$ cat src/rtl/ram_port_arbiter_pkg.sv
// Shared definitions for the two-requester single-port RAM arbiter.
package ram_port_arbiter_pkg;

  localparam int DEF_ADDR_W = 4;
  localparam int DEF_DATA_W = 8;

  typedef enum logic [1:0] {
    ST_IDLE   = 2'd0,
    ST_ACCESS = 2'd1,
    ST_RESP   = 2'd2
  } state_t;

endpackage

$ cat src/rtl/ram_port_arbiter_rr_arb2.sv
// Two-way round-robin winner select; i_ptr names the requester that wins a tie.
module rr_arb2 (
  input  logic [1:0] i_req,
  input  logic       i_ptr,
  output logic [1:0] o_grant
);

  always_comb begin
    o_grant = i_req;
    if (i_req == 2'b11) o_grant = i_ptr ? 2'b10 : 2'b01;
  end

endmodule

$ cat src/rtl/ram_port_arbiter.sv
// Arbitrates two requesters onto one external single-port RAM (IDLE/ACCESS/RESP).
// Optional per-requester ack counters gcnt0/gcnt1 under macro RAM_ARB_STATS_EN.
module ram_port_arbiter
  import ram_port_arbiter_pkg::*;
#(
  parameter int ADDR_W = DEF_ADDR_W,
  parameter int DATA_W = DEF_DATA_W
) (
  input  logic              clk,
  input  logic              rst,
  input  logic [1:0]        req,
  input  logic [1:0]        we,
  input  logic [ADDR_W-1:0] addr0,
  input  logic [ADDR_W-1:0] addr1,
  input  logic [DATA_W-1:0] wdata0,
  input  logic [DATA_W-1:0] wdata1,
  output logic [1:0]        ack,
  output logic [DATA_W-1:0] rdata,
  output logic              ram_en,
  output logic              ram_we,
  output logic [ADDR_W-1:0] ram_addr,
  output logic [DATA_W-1:0] ram_din,
  input  logic [DATA_W-1:0] ram_dout
`ifdef RAM_ARB_STATS_EN
  ,
  output logic [7:0]        gcnt0,
  output logic [7:0]        gcnt1
`endif
);

  state_t            r_state, w_next;
  logic              r_ptr;
  logic              r_win;
  logic [1:0]        r_ack;
  logic [DATA_W-1:0] r_rdata;
  logic              r_ram_en, r_ram_we;
  logic [ADDR_W-1:0] r_ram_addr;
  logic [DATA_W-1:0] r_ram_din;
  logic [1:0]        w_grant;
  logic              w_win;

  rr_arb2 u_rr (
    .i_req   (req),
    .i_ptr   (r_ptr),
    .o_grant (w_grant)
  );

  assign w_win = w_grant[1];

  always_ff @(posedge clk or posedge rst) begin
    if (rst) r_state <= ST_IDLE;
    else     r_state <= w_next;
  end

  always_comb begin
    w_next = r_state;
    case (r_state)
      ST_IDLE:   if (|req) w_next = ST_ACCESS;
      ST_ACCESS: w_next = ST_RESP;
      ST_RESP:   w_next = ST_IDLE;
      default:   w_next = ST_IDLE;
    endcase
  end

  // Payload is latched only in IDLE, so requesters may drop req once granted.
  always_ff @(posedge clk or posedge rst) begin
    if (rst) begin
      r_ptr      <= 1'b0;
      r_win      <= 1'b0;
      r_ack      <= '0;
      r_rdata    <= '0;
      r_ram_en   <= 1'b0;
      r_ram_we   <= 1'b0;
      r_ram_addr <= '0;
      r_ram_din  <= '0;
    end else begin
      r_ack <= '0;
      case (r_state)
        ST_IDLE: begin
          if (|req) begin
            r_win      <= w_win;
            r_ptr      <= ~w_win;
            r_ram_en   <= 1'b1;
            r_ram_we   <= we[w_win];
            r_ram_addr <= w_win ? addr1 : addr0;
            r_ram_din  <= w_win ? wdata1 : wdata0;
          end
        end
        ST_ACCESS: begin
          if (!r_ram_we) r_rdata <= ram_dout;
          r_ram_en <= 1'b0;
          r_ram_we <= 1'b0;
          r_ack    <= r_win ? 2'b10 : 2'b01;
        end
        default: ;
      endcase
    end
  end

  assign ack      = r_ack;
  assign rdata    = r_rdata;
  assign ram_en   = r_ram_en;
  assign ram_we   = r_ram_we;
  assign ram_addr = r_ram_addr;
  assign ram_din  = r_ram_din;

`ifdef RAM_ARB_STATS_EN
  logic [7:0] r_gcnt0, r_gcnt1;

  always_ff @(posedge clk or posedge rst) begin
    if (rst) begin
      r_gcnt0 <= '0;
      r_gcnt1 <= '0;
    end else if (r_state == ST_ACCESS) begin
      if (r_win) r_gcnt1 <= r_gcnt1 + 8'd1;
      else       r_gcnt0 <= r_gcnt0 + 8'd1;
    end
  end

  assign gcnt0 = r_gcnt0;
  assign gcnt1 = r_gcnt1;
`endif

endmodule

$ cat config.mk
export PLATFORM = sky130hd
export DESIGN_NAME = ram_port_arbiter
export DESIGN_NICKNAME = d
export VERILOG_FILES = /design/src/rtl/ram_port_arbiter_pkg.sv /design/src/rtl/ram_port_arbiter_rr_arb2.sv /design/src/rtl/ram_port_arbiter.sv
export SDC_FILE = /design/constraint.sdc
export NUM_CORES = 1
export LEC_CHECK = 0
export CORE_UTILIZATION = 36
export CTS_CLUSTER_DIAMETER = 100
export DETAILED_ROUTE_END_ITERATION = 10
export PLACE_DENSITY = 0.83
export SYNTH_ARGS = -nofsm -noshare
export SYNTH_HDL_FRONTEND = slang
export SYNTH_HIERARCHICAL = 1
export SYNTH_SLANG_ARGS = --single-unit
export TNS_END_PERCENT = 30
$ cat constraint.sdc
create_clock -name clk -period 1.5 [get_ports clk]
set_clock_uncertainty 0.15 [all_clocks]
set_input_delay 0.15 -clock clk [delete_from_list [all_inputs] [get_ports clk]]
set_output_delay 0.15 -clock clk [all_outputs]
set_load 0.05 [all_outputs]
Word level (Yosys, flattened, before mapping)
Index checks and enable logic that the tools add are counted.
{ "word_totals": {"regBits": 28} }
{ "classes": {"reduce_logical": 6, "magnitude_cmp": 1, "bitwise": 2, "muxes": 14, "n_eq_ne": 3} }
{ "op_table": {"columns": ["cell", "n"], "rows": [
  ["2-bit 2-to-1 mux", 5],
  ["8-bit 2-to-1 mux", 1],
  ["2-bit AND reduction", 3],
  ["1-bit 2-to-1 mux", 4],
  ["4-bit 2-to-1 mux", 1],
  ["1-bit case mux with 2 select lines", 2],
  ["2-bit case mux with 2 select lines", 1],
  ["2-bit by 1-bit == test with 1-bit output (second input constant)", 1],
  ["2-bit == test (second input constant)", 1],
  ["2-bit logical NOT", 1],
  ["1-bit by 2-bit < comparator with 1-bit output (second input constant)", 1],
  ["2-bit inequality test (second input constant)", 1],
  ["1-bit NOT", 2],
  ["2-bit nonzero test", 1],
  ["2-bit OR reduction", 1]
]} }

Logic depth before layout (Yosys ltp)
Gate-level depths: netlist of the first run.
{ "depth": {"ltp_word": 6, "depth_mapped": 6, "depth_no_buf": 4} }

Cells and area by module
Netlist of the first run, hierarchy kept.
{ "by_module_without_submodules": {"columns": ["module", "area_each_um2", "cells_each", "seq_area_each_um2", "instances"], "rows": [
  ["ram_port_arbiter", 1267.5, 78, 700.7, 1],
  ["rr_arb2", 18.8, 3, 0.0, 1]
]} }

Worst setup path after synthesis of the first run
Ideal clock, no wire load.
{ "synth_path": {"kind": "reg2reg", "from": "register r_ptr", "to": "register r_ram_din[3], in the netlist ram_din[3]", "t_required_ns": 1.225, "t_arrival_ns": 1.341, "period_less_slack_ns": 1.615, "path_stages_with_launch": 7, "setup_slack_ns": -0.115, "setup_time_ns": 0.125, "cell_sequence": "dfrtp_1 inv_1 a21boi_1 buf_6 buf_6 mux2_4 mux2_2"} }
{ "synth_between": {"elab_chain_len": 3} }
{ "synth_lines": {"columns": ["element", "line", "text"], "rows": [
  ["start: declaration", "ram_port_arbiter.sv:32", "logic r_ptr;"],
  ["start signal: assignment", "ram_port_arbiter.sv:82", "r_ptr <= ~w_win;"],
  ["2-bit 2-to-1 mux (2 in series)", "ram_port_arbiter_rr_arb2.sv:10", "if (i_req == 2'b11) o_grant = i_ptr ? 2'b10 : 2'b01;"],
  ["net w_grant[1]", "ram_port_arbiter.sv:39", "logic [1:0] w_grant;"],
  ["8-bit 2-to-1 mux", "ram_port_arbiter.sv:86", "r_ram_din <= w_win ? wdata1 : wdata0;"],
  ["end signal: assignment", "ram_port_arbiter.sv:86", null],
  ["end: declaration", "ram_port_arbiter.sv:38", "logic [DATA_W-1:0] r_ram_din;"]
]} }
The timed path passes the listed nets, and every way through them passes these cells.
A chain may end at the register's enable or synchronous reset.

Final worst setup path of the first run
{ "layout_path": {"from": "register r_ptr", "to": "register r_ram_din[6], in the netlist ram_din[6]"} }
Same word-level chain as after synthesis.

==> flow_metrics.py, run 1 <==
metrics = {
    "floorplanning": {
        "die_w_um": 61.6,
        "coreArea_um2": 3360,
        "die_h_um": 61.6,
        "die-area_um2": 3790,
        "initial_core_util": 0.380,
        "ioPinCount": 62,
        "rows": 21,
    },
    "grt": {
        "grt-ovfl-total": 0,
        "grt_pass1_vias": 985,
        "grt_max_degree": 23,
        "grt_pass1_wl_mm": 4.45,
        "grt_usage": 0.166,
        "antenna_found_initial": 0,
    },
    "clock_tree": {
        "worstSkewPairLatency_ps": 320,
        "cts_resized": 0,
        "clk_pin_slew_ps": 140,
        "clockBufferDepth": 2,
        "htree_levels": 1,
        "cts_made_buffers": 3,
        "post_cts.repair.setup_buffers": 0,
        "cts_tree": "done",
        "clock-root-buffer": "clkbuf_4",
        "cts.sinks": 28,
    },
    "place": {
        "port-buffer-count": 61,
        "gp_congestion": 0.741,
        "hpwlAfterDp_mm": 2.37,
    },
    "run": {
        "drv_cap": 0,
    },
    "pwr": {
        "p_switching_mw": 2.29,
        "netSwitchingFraction": 0.415,
        "power.total_mw": 5.52,
        "pwr-share-comb": 0.658,
        "power_frac_seq": 0.277,
        "power.density_nw_per_um2": 2430,
        "ir_drop_v": 0.00151,
        "intPower_mw": 3.23,
        "clock_power_share": 0.065,
        "leakage_nw": 1.02,
    },
    "timing": {
        "fmax_mhz": 623,
        "setup_viol": 12,
        "rsz0062_at_grt": "yes",
        "slew_headroom": 0.795,
        "finalMaxSlewViolations": 0,
        "min_period_ps": 1600,
        "hold_violations": 0,
        "whs_ps": 277,
        "fin_crit_sh": 1.07,
        "worst_slack_ps": -105,
        "tightest_slew_ps": 307,
    },
    "worst_setup_path": {
        "cp_max_fo": 8,
        "r2r-end": "ram_din[6]",
        "start_kind": "flip-flop",
        "ff2ff_setup_slack_ps": -100,
        "reg2reg_from": "r_ptr",
        "required_ps": 1570,
        "startpoint": "r_ptr",
        "cp.arrival_ps": 1680,
        "cp-endpoint": "ram_din[6]",
        "reg2reg_depth": 5,
        "endpoint_kind": "flip-flop",
        "critPathKind": "flip-flop to flip-flop",
    },
    "outcome": {
        "status": "finished, violations left",
        "violations": "setup timing",
    },
    "hold_path": {
        "min_from": "ram_dout[3]",
        "worstHoldPathType": "input port to flip-flop",
    },
    "layout": {
        "fillers": 269,
        "drive_above_1_share": 0.483,
        "multi_input_area_um2": 528,
        "n_antenna_cell": 0,
        "num-nets-final": 188,
        "final-seq-area_um2": 701,
        "syn2layout_area_growth_pct": 77.4,
    },
    "drt": {
        "first_pass_iters": 2,
        "wl_per_cell_um": 14.9,
        "viasPerCell": 4.66,
        "drt_wl_total_mm": 2.90,
        "route.detailed.drc": 0,
        "drtIter0Drc": 17,
        "dr_total_vias": 908,
        "ant_nets": 0,
    },
    "synthesis": {
        "syn-num-nets": 118,
        "synthesis.area_um2": 1280,
        "ys_warn_count": 6,
        "syn_avg_cell_area_um2": 16.0,
        "synthesis.instances": 80,
    },
}
-- state kept, by name, summed over array words and instances (netlist names), 2 cells and up --
signal and cells:
r_state 2, rdata 8, ack 2, ram_din 8, ram_addr 4
-- worst max-delay path, stage by stage, from the launching register on --
cell and delay [ps]:
dfrtp_1 380, inv_1 50, a21boi_2 130, buf_4 190, mux2_2 350, mux2_2 260
-- cell usage in the layout (no fill, tap or decap) --
cell / instances
clkdlybuf4s50_1: 37
dfrtp_1: 28
buf_12: 26
mux2_2: 19
mux2_4: 14
inv_1: 4
buf_4: 4
mux2i_1: 3
clkbuf_4: 3
nor2_1: 2
nand2b_4: 1
nor2_2: 1
nor3_4: 1
nand2_1: 1
a21o_2: 1
and2_1: 1
clkbuf_8: 1
dlygate4sd3_1: 1
a21boi_2: 1
-- how the worst min path moves through the flow --
stage	end	cells after the start
floorplan	ack[0]	1
global placement	rdata[0]	2
detailed placement	rdata[0]	2
CTS	rdata[3]	2
global route	rdata[0]	2
finish	rdata[3]	2
-- metal layers --
layer / GRT usage / vias up / part of all wire
met3: 0.0294 / 2 / 0.076
li1: - / 413 / -
met4: 0.0825 / 0 / 0.0093
met1: 0.168 / 454 / 0.36
met5: 0 / - / 0
met2: 0.321 / 39 / 0.55
-- metrics by stage --
step                      utilization  std cells  TNS [ps]  cell area, µm²  worst slack (ps)
after floorplan                     -         80      -978            1290             -82.5
after global placement          0.661        190     -4080            2220              -332
after detailed placement        0.661        190     -4460            2220              -368
after CTS                       0.674        195     -1100            2270              -111
after global routing            0.674        195     -1640            2270              -149
final                           0.674        195     -1050            2270              -105
-- power by group through the flow --
stage                     clock (mW)  combinational, mW  sequential (mW)
final                          0.360               3.63             1.53
after global routing           0.414               3.75             1.57
after CTS                      0.380               3.67             1.54
after detailed placement           0               3.65             1.56
after global placement             0               3.58             1.53
after floorplan                    0              0.873             2.49
-- area by class of cell --
class,count,area share
inverters,4,0.00662
clock buffers,4,0.0160
repair buffers,68,0.410
multi-input cells,45,0.233
flip-flops and latches,28,0.309
well taps,46,0.0254
-- what timing repair did --
item	4_1_cts	5_1_grt
setup endpoints to repair	12	12
hold buffers	1	0
endpoints found under the hold margin	6	0
Note: power is estimated with default switching activity, not from simulation.
==> run 2, diff against run 1 <==
--- a/config.mk
+++ b/config.mk
@@ -8,6 +8,7 @@
 export CORE_UTILIZATION = 36
 export CTS_CLUSTER_DIAMETER = 100
 export DETAILED_ROUTE_END_ITERATION = 10
+export MAX_ROUTING_LAYER = met4
 export PLACE_DENSITY = 0.83
 export SYNTH_ARGS = -nofsm -noshare
 export SYNTH_HDL_FRONTEND = slang
==> run 2 against run 1 <==
Compared with the run above: flip-flop and latch count unchanged; register-to-register slack about the same; total power about the same; count of clock-buffer cells in the layout unchanged; the flow still finishes with violations (setup timing); worst setup slack about the same; non-clock buffer count unchanged; cell area unchanged; hold slack better by 0.51 ps; via count unchanged; global-route usage up 0.53 points; combinational power about the same.
==> flow_metrics.py, run 2 (synthesis gave the netlist of run 1 again) <==
metrics = {
    "worst_setup_path": {
        "cp.arrival_ps": 1680,
        "cp_max_fo": 8,
        "ff2ff_setup_slack_ps": -100,
        "reg2reg_depth": 5,
        "r2r-end": "ram_din[6]",
        "start_kind": "flip-flop",
        "endpoint_kind": "flip-flop",
        "reg2reg_from": "r_ptr",
        "critPathKind": "flip-flop to flip-flop",
        "required_ps": 1570,
    },
    "drt": {
        "ant_nets": 0,
        "drt_wl_total_mm": 2.90,
        "dr_total_vias": 908,
        "wl_per_cell_um": 14.9,
        "first_pass_iters": 2,
        "drtIter0Drc": 17,
        "viasPerCell": 4.66,
        "route.detailed.drc": 0,
    },
    "timing": {
        "min_period_ps": 1600,
        "finalMaxSlewViolations": 0,
        "slew_headroom": 0.795,
        "worst_slack_ps": -105,
        "hold_violations": 0,
        "whs_ps": 278,
        "fmax_mhz": 623,
        "rsz0062_at_grt": "yes",
        "fin_crit_sh": 1.07,
        "tightest_slew_ps": 307,
        "setup_viol": 12,
    },
    "grt": {
        "grt_usage": 0.171,
        "grt_pass1_vias": 987,
        "grt_pass1_wl_mm": 4.44,
        "grt-ovfl-total": 0,
        "grt_max_degree": 23,
        "antenna_found_initial": 0,
    },
    "clock_tree": {
        "cts_tree": "done",
        "post_cts.repair.setup_buffers": 0,
        "clock-root-buffer": "clkbuf_4",
        "clk_pin_slew_ps": 140,
        "clockBufferDepth": 2,
        "cts.sinks": 28,
        "htree_levels": 1,
        "cts_resized": 0,
        "cts_made_buffers": 3,
        "worstSkewPairLatency_ps": 320,
    },
    "floorplanning": {
        "die_h_um": 61.6,
        "die-area_um2": 3790,
        "ioPinCount": 62,
        "die_w_um": 61.6,
        "initial_core_util": 0.380,
        "coreArea_um2": 3360,
        "rows": 21,
    },
    "place": {
        "hpwlAfterDp_mm": 2.37,
        "gp_congestion": 0.750,
        "dpl-instance-area_um2": 2220,
        "placedCellCount": 190,
        "port-buffer-count": 61,
    },
    "outcome": {
        "status": "finished, violations left",
        "violations": "setup timing",
    },
    "hold_path": {
        "whs_path_depth": 2,
        "min_from": "ram_dout[3]",
        "worstHoldPathType": "input port to flip-flop",
        "hold_end": "rdata[3]",
    },
    "layout": {
        "fin_area_um2": 2270,
        "final_common_cell": "clkdlybuf4s50_1",
        "multi_input_area_um2": 528,
        "num-nets-final": 188,
        "drive_above_1_share": 0.483,
        "fillers": 269,
        "n_antenna_cell": 0,
        "final-seq-area_um2": 701,
        "finalNonFillerCells": 195,
        "mostFrequentLayoutCells": "clkdlybuf4s50_1 (37), dfrtp_1 (28), buf_12 (26), mux2_2 (19), mux2_4 (14)",
        "syn2layout_area_growth_pct": 77.4,
    },
    "pwr": {
        "leakage_nw": 1.02,
        "power.density_nw_per_um2": 2430,
        "power.total_mw": 5.51,
        "ir_drop_v": 0.00151,
    },
    "run": {
        "drv_cap": 0,
    },
}
## run 2: cell counts in the layout (fill, tap and decap cells not counted)
Identical to the previous run, type by type.
## run 2: final cells by class
cell class	count	area share
clock buffer	4	0.0160
timing repair buffer	68	0.410
tap	46	0.0254
inverter	4	0.00662
sequential	28	0.309
multi-input combinational	45	0.233
## run 2: power by group
group | total [mW] | internal (mW) | switching (mW)
logic | 3.63 | 1.95 | 1.68
registers | 1.53 | 1.13 | 0.396
clock network | 0.360 | 0.148 | 0.211
total | 5.51 | 3.23 | 2.29
## run 2: what timing repair did
action,in CTS,in global routing
hold endpoints to repair,6,0
hold buffers,1,0
cloned,0,0
endpoints found under the setup margin,12,12
## run 2: how the worst max path moves through the flow
stage	from	to	slack, ps	depth (start not counted)
after global placement	req[1]	ram_addr[2]	-330	5
after global routing	r_ptr	ram_din[5]	-150	5
after CTS	r_ptr	ram_din[6]	-110	5
after floorplan	r_ptr	ram_din[3]	-80	6
after detailed placement	req[1]	ram_din[6]	-370	5
final	r_ptr	ram_din[6]	-100	5
## run 2: critical path, cell delays in order, from the launching register on
cell and delay (ps):
dfrtp_1 380, inv_1 50, a21boi_2 130, buf_4 190, mux2_2 350, mux2_2 260
## run 2: metal layers
layer | part of all wire | GRT usage | vias to the layer above
li1 | - | - | 413
met1 | 0.36 | 0.168 | 454
met2 | 0.55 | 0.321 | 39
met3 | 0.077 | 0.0294 | 2
met4 | 0.0093 | 0.0825 | 0
met5 | 0 | - | -
## run 2: metrics by stage
stage / util / TNS (ps) / worst slack (ps)
floorplan: - / -978 / -82.5
global placement: 0.661 / -4080 / -332
detailed placement: 0.661 / -4460 / -368
CTS: 0.674 / -1100 / -111
global route: 0.674 / -1640 / -149
finish: 0.674 / -1050 / -105
